===== config.mk =====
export PLATFORM = sky130hd
export DESIGN_NAME = pulse_indicator
export DESIGN_NICKNAME = d
export VERILOG_FILES = /design/src/rtl/pulse_indicator.sv
export SDC_FILE = /design/constraint.sdc
export NUM_CORES = 1
export LEC_CHECK = 0
export CELL_PAD_IN_SITES_DETAIL_PLACEMENT = 0
export CELL_PAD_IN_SITES_GLOBAL_PLACEMENT = 1
export CORE_ASPECT_RATIO = 2
export CORE_MARGIN = 2
export CORE_UTILIZATION = 41
export DETAILED_ROUTE_END_ITERATION = 8
export PLACE_DENSITY_LB_ADDON = 0.08
export RECOVER_POWER = 100
export SLEW_MARGIN = 20
export SYNTH_ARGS = -nofsm -noshare
export SYNTH_HDL_FRONTEND = slang
export SYNTH_SLANG_ARGS = --single-unit

===== constraint.sdc =====
create_clock -name clk -period 2.92 [get_ports clk]
set_input_delay 0.292 -clock clk [delete_from_list [all_inputs] [get_ports clk]]
set_output_delay 0.292 -clock clk [all_outputs]
set_load 0.05 [all_outputs]

===== src/rtl/pulse_indicator.sv =====
// rtl/pulse_indicator.sv - turns one-cycle event strobes into visible LED blinks with a saturating replay queue
module pulse_indicator #(
   parameter int ON_CYCLES  = 25000000,
   parameter int OFF_CYCLES = 25000000,
   parameter int PEND_W     = 4
) (
   input  logic              clk,
   input  logic              rst_n,
   input  logic              pulse,
   input  logic              clear,
   output logic              led,
   output logic              busy,
   output logic [PEND_W-1:0] pending,
   output logic              overflow
);

   // One timer serves both phases, so it is sized for the longer of the two.
   localparam int MAX_CYCLES = (ON_CYCLES > OFF_CYCLES) ? ON_CYCLES : OFF_CYCLES;
   localparam int TW         = (MAX_CYCLES < 2) ? 1 : $clog2(MAX_CYCLES + 1);

   localparam logic [TW-1:0]     ON_LOAD  = TW'(ON_CYCLES - 1);
   localparam logic [TW-1:0]     OFF_LOAD = TW'(OFF_CYCLES - 1);
   localparam logic [TW-1:0]     TMR_ONE  = TW'(1);
   localparam logic [PEND_W-1:0] PEND_MAX = {PEND_W{1'b1}};
   localparam logic [PEND_W-1:0] PEND_ONE = PEND_W'(1);

   typedef enum logic [1:0] {
      S_IDLE = 2'd0,
      S_ON   = 2'd1,
      S_GAP  = 2'd2
   } state_t;

   state_t            state;
   state_t            state_nxt;
   logic [TW-1:0]     timer;
   logic [TW-1:0]     timer_nxt;
   logic [PEND_W-1:0] pending_nxt;
   logic              overflow_nxt;
   logic              enqueue;
   logic              dequeue;

   // Next-state, timer and queue bookkeeping; clear overrides everything, including a same-cycle pulse.
   always_comb begin
      state_nxt    = state;
      timer_nxt    = timer;
      pending_nxt  = pending;
      overflow_nxt = overflow;
      enqueue      = 1'b0;
      dequeue      = 1'b0;

      if (clear) begin
         state_nxt    = S_IDLE;
         timer_nxt    = '0;
         pending_nxt  = '0;
         overflow_nxt = 1'b0;
      end else begin
         case (state)
            S_IDLE: begin
               // A pulse in IDLE starts the blink directly and never touches the queue.
               if (pulse) begin
                  state_nxt = S_ON;
                  timer_nxt = ON_LOAD;
               end
            end
            S_ON: begin
               enqueue = pulse;
               if (timer != '0) begin
                  timer_nxt = timer - TMR_ONE;
               end else begin
                  state_nxt = S_GAP;
                  timer_nxt = OFF_LOAD;
               end
            end
            S_GAP: begin
               if (timer != '0) begin
                  timer_nxt = timer - TMR_ONE;
                  enqueue   = pulse;
               end else if (pending != '0) begin
                  // Replay a queued blink; a same-cycle pulse takes the freed slot.
                  state_nxt = S_ON;
                  timer_nxt = ON_LOAD;
                  dequeue   = 1'b1;
                  enqueue   = pulse;
               end else if (pulse) begin
                  // Empty queue: the pulse itself restarts the blink, so it is not queued.
                  state_nxt = S_ON;
                  timer_nxt = ON_LOAD;
               end else begin
                  state_nxt = S_IDLE;
               end
            end
            default: begin
               state_nxt = S_IDLE;
               timer_nxt = '0;
            end
         endcase

         if (enqueue && !dequeue) begin
            if (pending == PEND_MAX) begin
               overflow_nxt = 1'b1;
            end else begin
               pending_nxt = pending + PEND_ONE;
            end
         end else if (dequeue && !enqueue) begin
            pending_nxt = pending - PEND_ONE;
         end
      end
   end

   // State, timer and queue registers; outputs are registered from the next state so led tracks ON exactly.
   always_ff @(posedge clk or negedge rst_n) begin
      if (!rst_n) begin
         state    <= S_IDLE;
         timer    <= '0;
         pending  <= '0;
         overflow <= 1'b0;
         led      <= 1'b0;
         busy     <= 1'b0;
      end else begin
         state    <= state_nxt;
         timer    <= timer_nxt;
         pending  <= pending_nxt;
         overflow <= overflow_nxt;
         led      <= (state_nxt == S_ON);
         busy     <= (state_nxt != S_IDLE);
      end
   end

endmodule


After elaboration in Yosys (flattened, before gate mapping)
Cells that the tools add are included.

cells by class
  equal/unequal tests = 5
  add/subtract/negate cells = 3
  reduce and logical (&&, ||, !) cells = 13
  muxes and demuxes = 28

operator list
  kind                                                 number
  two-way mux 25 bit                                   5
  case mux 25 bit (3 select lines)                     1
  nonzero test 25 bit                                  1
  subtractor 25 x 1 -> 25 bit, second input constant   1
  two-way mux 4 bit                                    4
  two-way mux 1 bit                                    12
  two-way mux 2 bit                                    4
  case mux 2 bit (3 select lines)                      1
  nonzero test 2 bit                                   3
  adder 4 x 1 -> 4 bit, second input constant          1
  equality test 2 x 1 -> 1 bit, second input constant  2
  equality test 4 bit, second input constant           1
  AND reduction 2 bit                                  2
  nonzero test 4 bit                                   1
  subtractor 4 x 1 -> 4 bit, second input constant     1
  != test 3 bit, second input constant                 1
  nonzero test 3 bit                                   1
  equality test 2 bit, second input constant           1
  logical AND 1 bit                                    2
  zero test 1 bit                                      2
  zero test 2 bit                                      1
  case mux 1 bit (2 select lines)                      1

word-level totals
  flip-flop bits (word level) = 34
  logic and storage cells = 55
  bits of input ports = 4
  output and inout port bits = 7

Depth between registers and ports, before layout
  depth in word-level cells = 10
  mapped depth = 14
  depth with buffers taken out = 14

Worst setup path before layout
No wires, ideal clock.

  path kind = reg2reg
  from = register pending[1]
  to = register pending[3]
  path buffers = 0
  setup time = 128 ps
  clock period less this slack = 2,974 ps
  required time = 2,792 ps
  setup slack = -54 ps
  arrival time = 2,846 ps
  cell stages (with the launch flop) = 10
  cell sequence = dfrtp_1 -> or4_4 -> a21bo_2 -> a21oi_1 -> inv_1 -> ha_1 -> a31oi_1 -> o31ai_1 -> o2111ai_1 -> mux2_1

between the ends
  word-level cells in the longest chain between the ends = 9
  elaborated cells between the ends (all ways) = 23
  those cells by class = add/sub: 2; eq/ne: 2; mux: 12; reduce/logical: 7

RTL lines
  element                                                                    line     source
  from (decl)                                                                13       output logic [PEND_W-1:0] pending,
  from (signal assigned)                                                     122      pending <= pending_nxt;
  nonzero test 4 bit                                                         78       end else if (pending != '0) begin
  two-way mux 1 bit                                                          78
  two-way mux 1 bit                                                          75       if (timer != '0) begin
  case mux 1 bit (2 select lines) or two-way mux 1 bit (tied branches)       57       case (state)
  two-way mux 1 bit                                                          51       if (clear) begin
  zero test 1 bit, on equally long branches                                  104, 98
  logical AND 1 bit, on equally long branches                                104, 98
  nonzero test 3 bit (no source line) (tied with other cells)                --
  AND reduction 2 bit (no source line) or two-way mux 4 bit (tied branches)  --

Several ways; a longest one is shown, not always the timed one. The select of a mux whose other input is x is not followed.
A chain may end at the register's enable or synchronous reset.

Final worst setup path
  from = register timer[0]
  to = register timer[16]

between the ends
  word-level cells in the longest chain between the ends = 4
  elaborated cells between the ends (all ways) = 6
  those cells by class = add/sub: 1; mux: 4; reduce/logical: 1

RTL lines
  element                                                             line    source
  from (decl)                                                         35      logic [TW-1:0] timer;
  from (signal assigned)                                              121     timer <= timer_nxt;
  subtractor 25 x 1 -> 25 bit or nonzero test 25 bit (tied branches)  --
  two-way mux 25 bit, on equally long branches                        75, 67
  case mux 25 bit (3 select lines) (*)                                57
  two-way mux 25 bit (*)                                              51
  net timer_nxt[16]                                                   36      logic [TW-1:0] timer_nxt;

The timed path passes the listed nets; every way through them passes the cells marked *.

==> results.cfg <==
[job]
cap_violations = 1

[place]
io_buffers = 10
place_congestion = 0.8278
dpl.hpwl_mm = 4.872

[timing]
timing.fmax_mhz = 364.3
finalSetupTns_ns = 0
finalHoldViolations = 0
tightest_slew_ns = 1.913
slew_headroom_pct = -27.55
setup_viol = 0
clock-skew-final_ns = 0.01116
min_period_over_period_pct = 94.00
period_minus_slack_ns = 2.745
maxSlewViolCount = 35

[routing]
dr.pass1.iters = 5
wl_per_cell_um = 19.21
vias = 2165
wl_mm = 6.838
drcViolationCount = 0
ant_nets = 0
vias_per_cell = 6.081
drt-initial-drc-count = 50

[synth]
synth.distinct_cells = 51
synth-edff-count = 0
synth_top_area_share_pct = 37.04
ys.flop_type = dfrtp_1
synth_cells = 270
ys_seq_area_share_pct = 37.04
synth-seq-cells = 34
synth_area_leaders = dfrtp_1 37%, a21oi_1 5.7%, nor2_1 5.1%
synth_nets = 281
syn_area_per_cell_um2 = 8.508
yosysWarnings = 0
async_reset_ff_share_pct = 100.0
yosys-top-cells-count = 34 x dfrtp_1, 31 x nor2_1, 26 x a21oi_1, 23 x nand2_1, 22 x o21ai_0
yosysMostFrequentCell = dfrtp_1
syn_area_mm2 = 0.002297
yosysTopAreaCell = dfrtp_1

[finish]
nNetsFinal = 306
fillers = 564
seq_area_um2 = 853.3
diodes = 0
drive_gt1_share_pct = 15.20
multi_input_area_mm2 = 0.001391
area_delta_synth_final_pct = 17.10

[floorplanning]
fp.dieArea_mm2 = 0.006254
die_w_um = 56.93
initial_utilization_pct = 42.38
io_pins = 11
die_h_um = 109.9
design.core.area_mm2 = 0.005420
rows = 38

[outcome]
violations = max-capacitance violations, max-slew violations
status = complete, but fails checks

[setup_path]
cpPeakStageDelay_ns = 0.62
crit_fanout = 10
required_ns = 3.09
slowest_stage = or4_1
critPathArrivalTime_ns = 2.91
criticalPathCategory = reg2reg
worstSetupStartpointType = flop
end_kind = flop
worstPathCellList = inv_1 > ha_1 > nor3b_4 > nand4b_4 > buf_4 > or4_1 > o31a_1 > nand3_1 > a31oi_1

[grt]
grt_max_degree = 35
grt_pass1_vias = 2266
met2_usage_pct = 44.42
grt_pass1_wl_mm = 11.19
grtUsageMet1_pct = 24.38
antenna_found_initial = 0
busiest_layer = met2
gr-total-overflow = 0
use_met3_pct = 4.706
track_usage_pct = 23.99

[clocking]
post_cts_buffers = 0
clk_latency_ns = 0.30
clk_pin_slew_ns = 0.08
cts_max_level = 2
cts_made_buffers = 5
cts.path.max_buffers = 2
cts_tree = built
root_buffer = clkbuf_8
cts_sinks = 34

[power]
total_power_mw = 1.332
p_leak_nw = 1.120
peakVddDrop_mv = 0.3493
powerDensity_mw_per_mm2 = 495.2

[worst_hold_path]
hold_path_class = reg2reg
cell families after synthesis:
kind of cell / count (synthesis) / synth area share, %
AOI/OAI and AO/OA: 94 / 25.54
and+or+nand+nor: 103 / 25.22
adders and majority gates: 7 / 3.812
muxes: 2 / 0.9259
buffers and inverters: 22 / 4.412
DFF: 34 / 37.04
xor gates and xnor gates: 8 / 3.050
worst max-delay path, delay by kind of cell (launching register included):
family,cells,cell delay [ns]
DFF,1,0.42
adders and majority gates,1,0.17
buffers and inverters,2,0.25
AOI/OAI and AO/OA,2,0.57
and+or+nand+nor,4,1.20
routing by layer:
layer  wire, um  up-vias
met4        262        0
met1       2675     1065
met2       3716       41
met5          0        -
li1           -     1044
met3        183       15
final timing paths:
| check | slack, ns | depth (start not counted) | from | to |
|---|---|---|---|---|
| hold reg to reg | 0.49 | 2 | overflow | overflow |
| hold / removal | 0.49 | 2 | overflow | overflow |
| min in group asynchronous | 0.50 | 1 | rst_n | timer[19] |
| max in group asynchronous | 1.15 | 1 | rst_n | pending[1] |
| setup / recovery | 0.18 | 9 | timer[0] | timer[16] |
| setup reg to reg | 0.18 | 9 | timer[0] | timer[16] |
power breakdown:
| part | total [mW] | switching [mW] | leakage [nW] | internal [mW] |
|---|---|---|---|---|
| sequential | 0.558 | 0.0519 | 0.449 | 0.507 |
| clock | 0.379 | 0.189 | 0.0482 | 0.190 |
| combinational | 0.394 | 0.237 | 0.623 | 0.157 |
| total | 1.33 | 0.478 | 1.12 | 0.854 |
layout make-up:
type                    count  area share, %
multi-input cells         214          51.72
flip-flops and latches     34          31.72
repair buffers             32          9.256
clock buffers               7          3.209
well taps                  60          2.791
inverters                   8          1.116
clock inverters             1         0.1860
flip-flops by register name, summed over array words and instances (netlist names):
register and count:
timer 25, overflow 1, state 2, pending 4, led 1, busy 1
cells in the final DEF, fill, tap and decap left out, types with 4 or more instances in the layout:
cell,synthesis,layout
buf_4,1,19
xor2_1,4,4
ha_1,7,6
o31ai_1,5,4
o22ai_1,7,7
dfrtp_1,34,32
dlygate4sd3_1,0,7
nor3_1,7,7
xnor2_1,4,4
clkbuf_8,0,6
nand2_1,23,23
a21oi_1,26,25
nor2_1,31,31
clkbuf_1,11,4
inv_1,8,8
a31oi_1,8,8
or3_1,8,8
o21ai_0,22,22
nand3_1,8,8
stage by stage:
step	cells	worst slack [ns]	utilization (%)	area [um^2]	hold slack [ns]
3_3_place_gp	348	0.09447	47.30	2564	0.4439
5_1_grt	356	-0.01019	49.63	2690	0.5490
3_5_place_dp	348	0.05508	47.30	2564	0.4267
2_1_floorplan	270	0.04673	-	2300	-0.003591
6_report	356	0.1751	49.63	2690	0.4928
4_1_cts	356	0.04645	48.98	2655	0.09959
what timing repair did:
action	in CTS	in global routing
gates resized for setup	0	7
hold buffers	0	0
endpoints found under the setup margin	0	2
(Power assumes the default switching activity.)
